===== src/rtl/rf_wb_arbiter.sv =====
// Writeback arbiter: sole writer of the register file write port, merging ALU results with FIFO-buffered loads.
// Optional build macro WB_FWD_EN adds rs1_fwd_data/rs2_fwd_data forwarding outputs.
module rf_wb_arbiter #(
   parameter int DATA_W = 32,
   parameter int REG_W  = 5,
   parameter int DEPTH  = 4
) (
   input  logic              clk,
   input  logic              reset,
   input  logic              alu_valid,
   input  logic [REG_W-1:0]  alu_rd,
   input  logic [DATA_W-1:0] alu_data,
   input  logic              ld_valid,
   output logic              ld_ready,
   input  logic [REG_W-1:0]  ld_rd,
   input  logic [DATA_W-1:0] ld_data,
   output logic              rf_we,
   output logic [REG_W-1:0]  rf_waddr,
   output logic [DATA_W-1:0] rf_wdata,
   input  logic [REG_W-1:0]  q_rs1,
   input  logic [REG_W-1:0]  q_rs2,
`ifdef WB_FWD_EN
   output logic [DATA_W-1:0] rs1_fwd_data,
   output logic [DATA_W-1:0] rs2_fwd_data,
`endif
   output logic              rs1_busy,
   output logic              rs2_busy
);

   localparam int PTR_W = $clog2(DEPTH);
   localparam int CNT_W = PTR_W + 1;
   localparam logic [CNT_W-1:0] FULL = CNT_W'(DEPTH);

   logic [DEPTH-1:0]  live_reg, live_next;
   logic [REG_W-1:0]  rd_reg   [DEPTH];
   logic [DATA_W-1:0] data_reg [DEPTH];
   logic [PTR_W-1:0]  head_reg, tail_reg;
   logic [CNT_W-1:0]  count_reg, count_next;

   logic              rf_we_reg;
   logic [REG_W-1:0]  rf_waddr_reg;
   logic [DATA_W-1:0] rf_wdata_reg;

   logic alu_wr, push, pop;
   logic [DEPTH-1:0] ld_hit, alu_hit, rs1_hit, rs2_hit;

   assign ld_ready = (count_reg != FULL);
   assign alu_wr   = alu_valid && (alu_rd != '0);
   // Loads to x0 are handshaked but dropped on the floor.
   assign push     = ld_valid && ld_ready && (ld_rd != '0);
   assign pop      = !alu_wr && (count_reg != '0);

   generate
      for (genvar gi = 0; gi < DEPTH; gi++) begin : g_entry
         assign ld_hit[gi]  = (rd_reg[gi] == ld_rd);
         assign alu_hit[gi] = (rd_reg[gi] == alu_rd);
         assign rs1_hit[gi] = live_reg[gi] && (rd_reg[gi] == q_rs1);
         assign rs2_hit[gi] = live_reg[gi] && (rd_reg[gi] == q_rs2);
      end
   endgenerate

   // A load enqueued alongside an ALU write to the same rd is older, so it enters dead.
   always_comb begin
      live_next = live_reg;
      for (int i = 0; i < DEPTH; i++) begin
         if (push && ld_hit[i])
            live_next[i] = 1'b0;
         if (alu_wr && alu_hit[i])
            live_next[i] = 1'b0;
         if (pop && (head_reg == PTR_W'(i)))
            live_next[i] = 1'b0;
         if (push && (tail_reg == PTR_W'(i)))
            live_next[i] = !(alu_wr && (alu_rd == ld_rd));
      end
   end

   always_comb begin
      count_next = count_reg;
      case ({push, pop})
         2'b10:   count_next = count_reg + 1'b1;
         2'b01:   count_next = count_reg - 1'b1;
         default: count_next = count_reg;
      endcase
   end

   always_ff @(posedge clk or posedge reset) begin
      if (reset) begin
         live_reg     <= '0;
         head_reg     <= '0;
         tail_reg     <= '0;
         count_reg    <= '0;
         rf_we_reg    <= 1'b0;
         rf_waddr_reg <= '0;
         rf_wdata_reg <= '0;
      end else begin
         live_reg  <= live_next;
         count_reg <= count_next;
         if (push)
            tail_reg <= tail_reg + 1'b1;
         if (pop)
            head_reg <= head_reg + 1'b1;
         if (alu_wr) begin
            rf_we_reg    <= 1'b1;
            rf_waddr_reg <= alu_rd;
            rf_wdata_reg <= alu_data;
         end else if (count_reg != '0) begin
            rf_we_reg    <= live_reg[head_reg];
            rf_waddr_reg <= rd_reg[head_reg];
            rf_wdata_reg <= data_reg[head_reg];
         end else begin
            rf_we_reg    <= 1'b0;
         end
      end
   end

   // Payload storage carries no reset; validity is tracked solely by live_reg.
   always_ff @(posedge clk) begin
      if (push) begin
         rd_reg[tail_reg]   <= ld_rd;
         data_reg[tail_reg] <= ld_data;
      end
   end

   assign rf_we    = rf_we_reg;
   assign rf_waddr = rf_waddr_reg;
   assign rf_wdata = rf_wdata_reg;

   assign rs1_busy = (|rs1_hit) && (q_rs1 != '0);
   assign rs2_busy = (|rs2_hit) && (q_rs2 != '0);

`ifdef WB_FWD_EN
   // At most one live entry per rd, so OR-combining the matches is a clean select.
   always_comb begin
      rs1_fwd_data = '0;
      rs2_fwd_data = '0;
      for (int i = 0; i < DEPTH; i++) begin
         if (rs1_hit[i] && (q_rs1 != '0))
            rs1_fwd_data = rs1_fwd_data | data_reg[i];
         if (rs2_hit[i] && (q_rs2 != '0))
            rs2_fwd_data = rs2_fwd_data | data_reg[i];
      end
   end
`endif

endmodule


===== config.mk =====
export PLATFORM = sky130hd
export DESIGN_NAME = rf_wb_arbiter
export DESIGN_NICKNAME = d
export VERILOG_FILES = /design/src/rtl/rf_wb_arbiter.sv
export SDC_FILE = /design/constraint.sdc
export NUM_CORES = 1
export LEC_CHECK = 0
export CAP_MARGIN = 20
export CORE_MARGIN = 1.5
export CORE_UTILIZATION = 40
export CTS_CLUSTER_SIZE = 20
export DETAILED_ROUTE_END_ITERATION = 7
export GPL_TIMING_DRIVEN = 0
export PLACE_DENSITY = 0.64
export SLEW_MARGIN = 10
export SYNTH_ARGS = -nofsm -noshare
export SYNTH_HDL_FRONTEND = slang
export SYNTH_SLANG_ARGS = --single-unit
export TNS_END_PERCENT = 5

===== constraint.sdc =====
create_clock -name clk -period 5.4 [get_ports clk]
set_input_delay 0.54 -clock clk [delete_from_list [all_inputs] [get_ports clk]]
set_output_delay 0.54 -clock clk [all_outputs]
set_load 0.05 [all_outputs]

[Word level (Yosys, flattened, before mapping)]
Memory sizes are Yosys's and may differ from the RTL's.
Index checks and enable logic that the tools add are counted.
Operators by class
  add/sub/neg operators: 4
  multipliers: 0
  div/mod/pow operators: 0
  order comparisons: 1
  equal/unequal tests: 26
  shifts and indexed selects: 0
  mux-type cells: 27
  bitwise operators: 0
  reduce and logical (&&, ||, !) cells: 48
Operator list (count)
  5-bit == test: 17
  32-bit two-way mux: 2
  1-bit logical AND: 31
  1-bit two-way mux: 21
  5-bit nonzero test: 4
  4-bit nonzero test: 4
  2-bit == test, second input constant: 5
  5-bit two-way mux: 2
  4-bit OR reduction: 2
  2-bit by 1-bit == test with 1-bit output, second input constant: 3
  3-bit case mux with 2 select lines: 1
  2-bit by 1-bit adder with 2-bit output, second input constant: 2
  2-bit logical NOT: 2
  2-bit nonzero test: 2
  3-bit by 1-bit adder with 3-bit output, second input constant: 1
  2-bit by 3-bit less-than comparator with 1-bit output, second input constant: 1
  3-bit != test, second input constant: 1
  3-bit nonzero test: 1
  3-bit by 1-bit subtractor with 3-bit output, second input constant: 1
  1-bit binary-select mux with 2-bit select: 1
  1-bit logical NOT: 2
Word-level totals
  bits in registers: 49
  bits in latches: 0
  bits in writable memories: 148
  bits in read-only memories: 0
  output and inout port bits: 41
  logic and storage cells: 118
  memories: 2
Memory list
  data_reg: words 4, width 32, rd ports 1, clocked after Yosys merged registers in 0, wr ports 1, RTL line 36  | logic [DATA_W-1:0] data_reg [DEPTH];
  rd_reg: words 4, width 5, rd ports 5, clocked after Yosys merged registers in 0, wr ports 1, RTL line 35  | logic [REG_W-1:0] rd_reg [DEPTH];

[Logic depth before layout (Yosys ltp)]
  depth after elaboration: 8
  mapped depth: 11
  mapped depth without buffers: 10

[Least setup slack after synthesis]
Ideal clock, no wire load.
  kind: flip-flop to flip-flop
  start point: reg count_reg[0]
  end point: mem data_reg[0][0] (enable)
  setup time: 0.398 ns
  arrival time: 2.377 ns
  slack: 2.626 ns
  cell stages (with the launch flop): 6
  buffers on the path: 1
  cells stage by stage: dfrtp_1 -> inv_1 -> nand3_1 -> o211a_1 -> clkbuf_1 -> and2_1
On the way
  longest elaborated chain between the ends: 5
RTL lines
  start: declaration: RTL line 38  | logic [CNT_W-1:0] count_reg, count_next;
  start signal: assignment: RTL line 97  | count_reg <= count_next;
  3-bit != test: RTL line 47  | assign ld_ready = (count_reg != FULL);
  named net ld_ready: RTL line 14  | output logic ld_ready,
  1-bit logical AND (2 in a row): RTL line 50  | assign push = ld_valid && ld_ready && (ld_rd != '0);
  1-bit two-way mux: RTL line 118  | if (push) begin
  1-bit two-way mux (implied by the code): RTL line 120  | data_reg[tail_reg] <= ld_data;
  end: declaration: RTL line 36
The timed path passes the listed nets, and every way through them passes these cells.

==> run_results.csv <==
group,metric,value,unit
sta,max_slew.worst_pin.slew,994,ps
synth,ys_seq_area_frac,0.637,
place,hpwlAfterDp,14400,um
finish,largest_reg_flops,128,
synth,synth_area_leaders,"edfxtp_1, dfrtp_1, mux4_2",
run,cap_violations,0,
hold_path,hold_depth,3,
drt,drc,0,
synth,synthAdderAreaFrac,0.0149,
finish,multi_input_area,2940,um^2
synth,synth_compound_area_frac,0.0379,
sta,setup_viol,0,
sta,period_needed,3480,ps
setup_path,reg2reg_setup_slack,2950,ps
sta,holdWs,382,ps
floorplanning,dieArea,23200,um^2
floorplanning,fp.dieH,152,um
drt,avgViaCountPerCell,5.17,
synth,synth_top_family_by_area,"multiplexers",
sta,slew_headroom,0.337,
clock_tree,cts_resized,0,
clock_tree,hold_buffers,0,
place,place_area,10500,um^2
sta,fin_worst_skew,7.13,ps
drt,drtAntennaViolNets,0,
finish,area_growth,24.7,%
power,peakVddDrop,0.237,mV
drt,drtIter0Drc,358,
setup_path,r2r-end,"data_reg[3][11]",
clock_tree,htreeDepth,4,
clock_tree,cts_buffer_depth,2,
clock_tree,cts_tree,"yes",
sta,fin_ws,1920,ps
synth,syn_inst,588,
floorplanning,ios,129,
global_route,antenna_found_initial,0,
global_route,grt_pass1_vias,5885,
finish,seqCellArea,5670,um^2
place,gp_congestion,0.838,
synth,synthMuxAreaShare,0.139,
global_route,grtUsageTotal,0.190,
hold_path,hold_end,"rf_waddr[1]",
drt,wl,20900,um
power,p_leak,3.86,nW
setup_path,worstSetupPathType,"flop to primary output",
synth,synth.cell_area,8900,um^2
sta,period_share,0.644,
clock_tree,clk_latency,430,ps
finish,antennaDiodeCount,0,
hold_path,min_from,"alu_rd[1]",
finish,final_util,0.509,
clock_tree,clkSinkCount,197,
finish,drive_above_1_share,0.129,
finish,fin_area,11100,um^2
synth,yosysTopAreaCellShare,0.499,
clock_tree,cts_setup_buffers,0,
finish,nFillCells,1851,
setup_path,reg2reg_from,"count_reg[0]",
hold_path,holdCritPathClass,"primary input to flop",
drt,vias,5269,
sta,fmax,287,MHz
drt,drt-wirelength-per-cell,20.5,um
floorplanning,core-area,21800,um^2
clock_tree,cts_buffers,17,
floorplanning,rows,54,
synth,synth-simple-area-share,0.0497,
status,status,"finished clean",
setup_path,worstPathRequired,4860,ps
drt,drtPass1Iterations,4,
global_route,grt_pass1_wl,33100,um
finish,nets,824,
synth,synthDistinctLibCells,34,
setup_path,r2r_cells,6,
floorplanning,initial_core_util,0.408,
place,port_buffers,113,
clock_tree,cts-root-buf,"clkbuf_16",
floorplanning,die_x,152,um
setup_path,cp.arrival,2940,ps
sta,grt_setup_unrepaired,"no",
sta,finalHoldViolCount,0,
sta,maxSlewViolCount,0,
synth,synth_xor_area_frac,0.0885,
synth,synth_seq_cells,197,
sta,setup_tns,0,ps
power,cellPowerDensity,506,nW/um^2
place,pre_cts_ws,1990,ps
clock_tree,path_clk_slew,70,ps
setup_path,crit_path_end_kind,"primary output",
synth,syn-num-nets,686,
synth,avgSynthCellArea,15.1,um^2
global_route,grt_overflow_total,0,
synth,yosys_warnings,0,
setup_path,start_kind,"flop",
synth,synth_largest_area_cell,"edfxtp_1",
global_route,grt_max_degree,34,
setup_path,crit_path_max_fanout,5,
-- cells in the final DEF (no fill, tap or decap), types with 11 or more instances in the layout --
cell type,netlist,routed
clkdlybuf4s50_1,0,113
nand2_1,39,39
dfrtp_1,49,49
nand3_1,13,13
xnor2_1,33,33
xor2_1,57,57
o21ai_0,29,29
edfxtp_1,148,148
clkbuf_1,37,37
o21ai_1,11,11
mux2i_1,38,38
clkbuf_16,0,17
mux4_2,38,38
nor4_1,13,13
buf_1,12,12
-- metal layers --
| metal | track usage | vias up | part of all wire | wire length [um] |
|---|---|---|---|---|
| met3 | 0.0410 | 29 | 0.041 | 861 |
| met2 | 0.330 | 145 | 0.51 | 10700 |
| li1 | - | 2435 | - | - |
| met1 | 0.238 | 2660 | 0.43 | 8940 |
| met5 | 0 | - | 0 | 0 |
| met4 | 0.0629 | 0 | 0.019 | 397 |
-- cell usage after synthesis --
| library cell | number |
|---|---|
| o21ai_0 | 29 |
| mux4_2 | 38 |
| or4_1 | 3 |
| ha_1 | 9 |
| nor2_1 | 1 |
| o211a_1 | 1 |
| o21ai_1 | 11 |
| buf_6 | 2 |
| inv_1 | 10 |
| o21ai_2 | 1 |
| fa_1 | 1 |
| nand3_1 | 13 |
| o21a_1 | 3 |
| a31oi_1 | 1 |
| a21boi_0 | 4 |
| dfrtp_1 | 49 |
| edfxtp_1 | 148 |
| clkbuf_1 | 37 |
| and2_1 | 4 |
| nand2_1 | 39 |
| nand4_1 | 6 |
| buf_4 | 1 |
| buf_1 | 12 |
| a32o_1 | 4 |
| nor4_1 | 13 |
| nor2_8 | 1 |
| buf_2 | 9 |
| xor2_1 | 57 |
| nor3_2 | 1 |
| or4_4 | 1 |
| mux2i_1 | 38 |
| nor3_1 | 4 |
| a21oi_1 | 4 |
| xnor2_1 | 33 |
-- logic make-up (layout without fill, tap and decap cells) --
family / Yosys count / in the layout
and+or+nand+nor: 86 / 86
buffers and inverters: 71 / 222
DFF: 197 / 197
AOI/OAI and AO/OA: 58 / 58
adders and majority gates: 10 / 10
xor gates and xnor gates: 90 / 90
muxes: 76 / 76
-- through the flow --
stage                     power, mW  cells
after floorplan                3.65    588
after global placement         4.29    981
after detailed placement       4.38    986
after CTS                      5.68   1018
after global routing           5.91   1019
final                          5.62   1019
-- final cells by class --
class	count	share of cell area
buffer	61	0.0233
clock buffer	17	0.0383
clock inverter	15	0.0160
inverter	10	0.00338
multi-input combinational	320	0.265
sequential	197	0.511
tap	280	0.0315
timing repair buffer	119	0.112
-- worst max-delay path, stage by stage (launching register included) --
cell and delay (ps):
edfxtp_1 370, clkbuf_1 240, xor2_1 220, nor4_1 490, nand3_1 140, nand4_1 110
o21a_1 140, clkdlybuf4s50_1 800
-- how the worst max path moves through the flow --
stage / startpoint / to / slack (ps) / depth (start not counted)
6_report: rd_reg[0][3] / rs2_busy / 1920 / 7
5_1_grt: rd_reg[0][3] / rs2_busy / 1760 / 7
4_1_cts: rd_reg[3][3] / rs2_busy / 1950 / 7
3_5_place_dp: ld_rd[3] / data_reg[3][24] / 1990 / 7
3_3_place_gp: ld_rd[3] / data_reg[3][16] / 1080 / 6
2_1_floorplan: ld_rd[2] / data_reg[0][0] / 2630 / 5
-- report_power, final --
part           switching, mW  internal (mW)  total (mW)  leakage, nW
clock                  0.553          0.733        1.29        0.300
combinational           1.27          0.895        2.17         1.62
sequential             0.146           2.02        2.16         1.94
total                   1.97           3.65        5.62         3.86
Note: power is estimated with default switching activity, not from simulation.
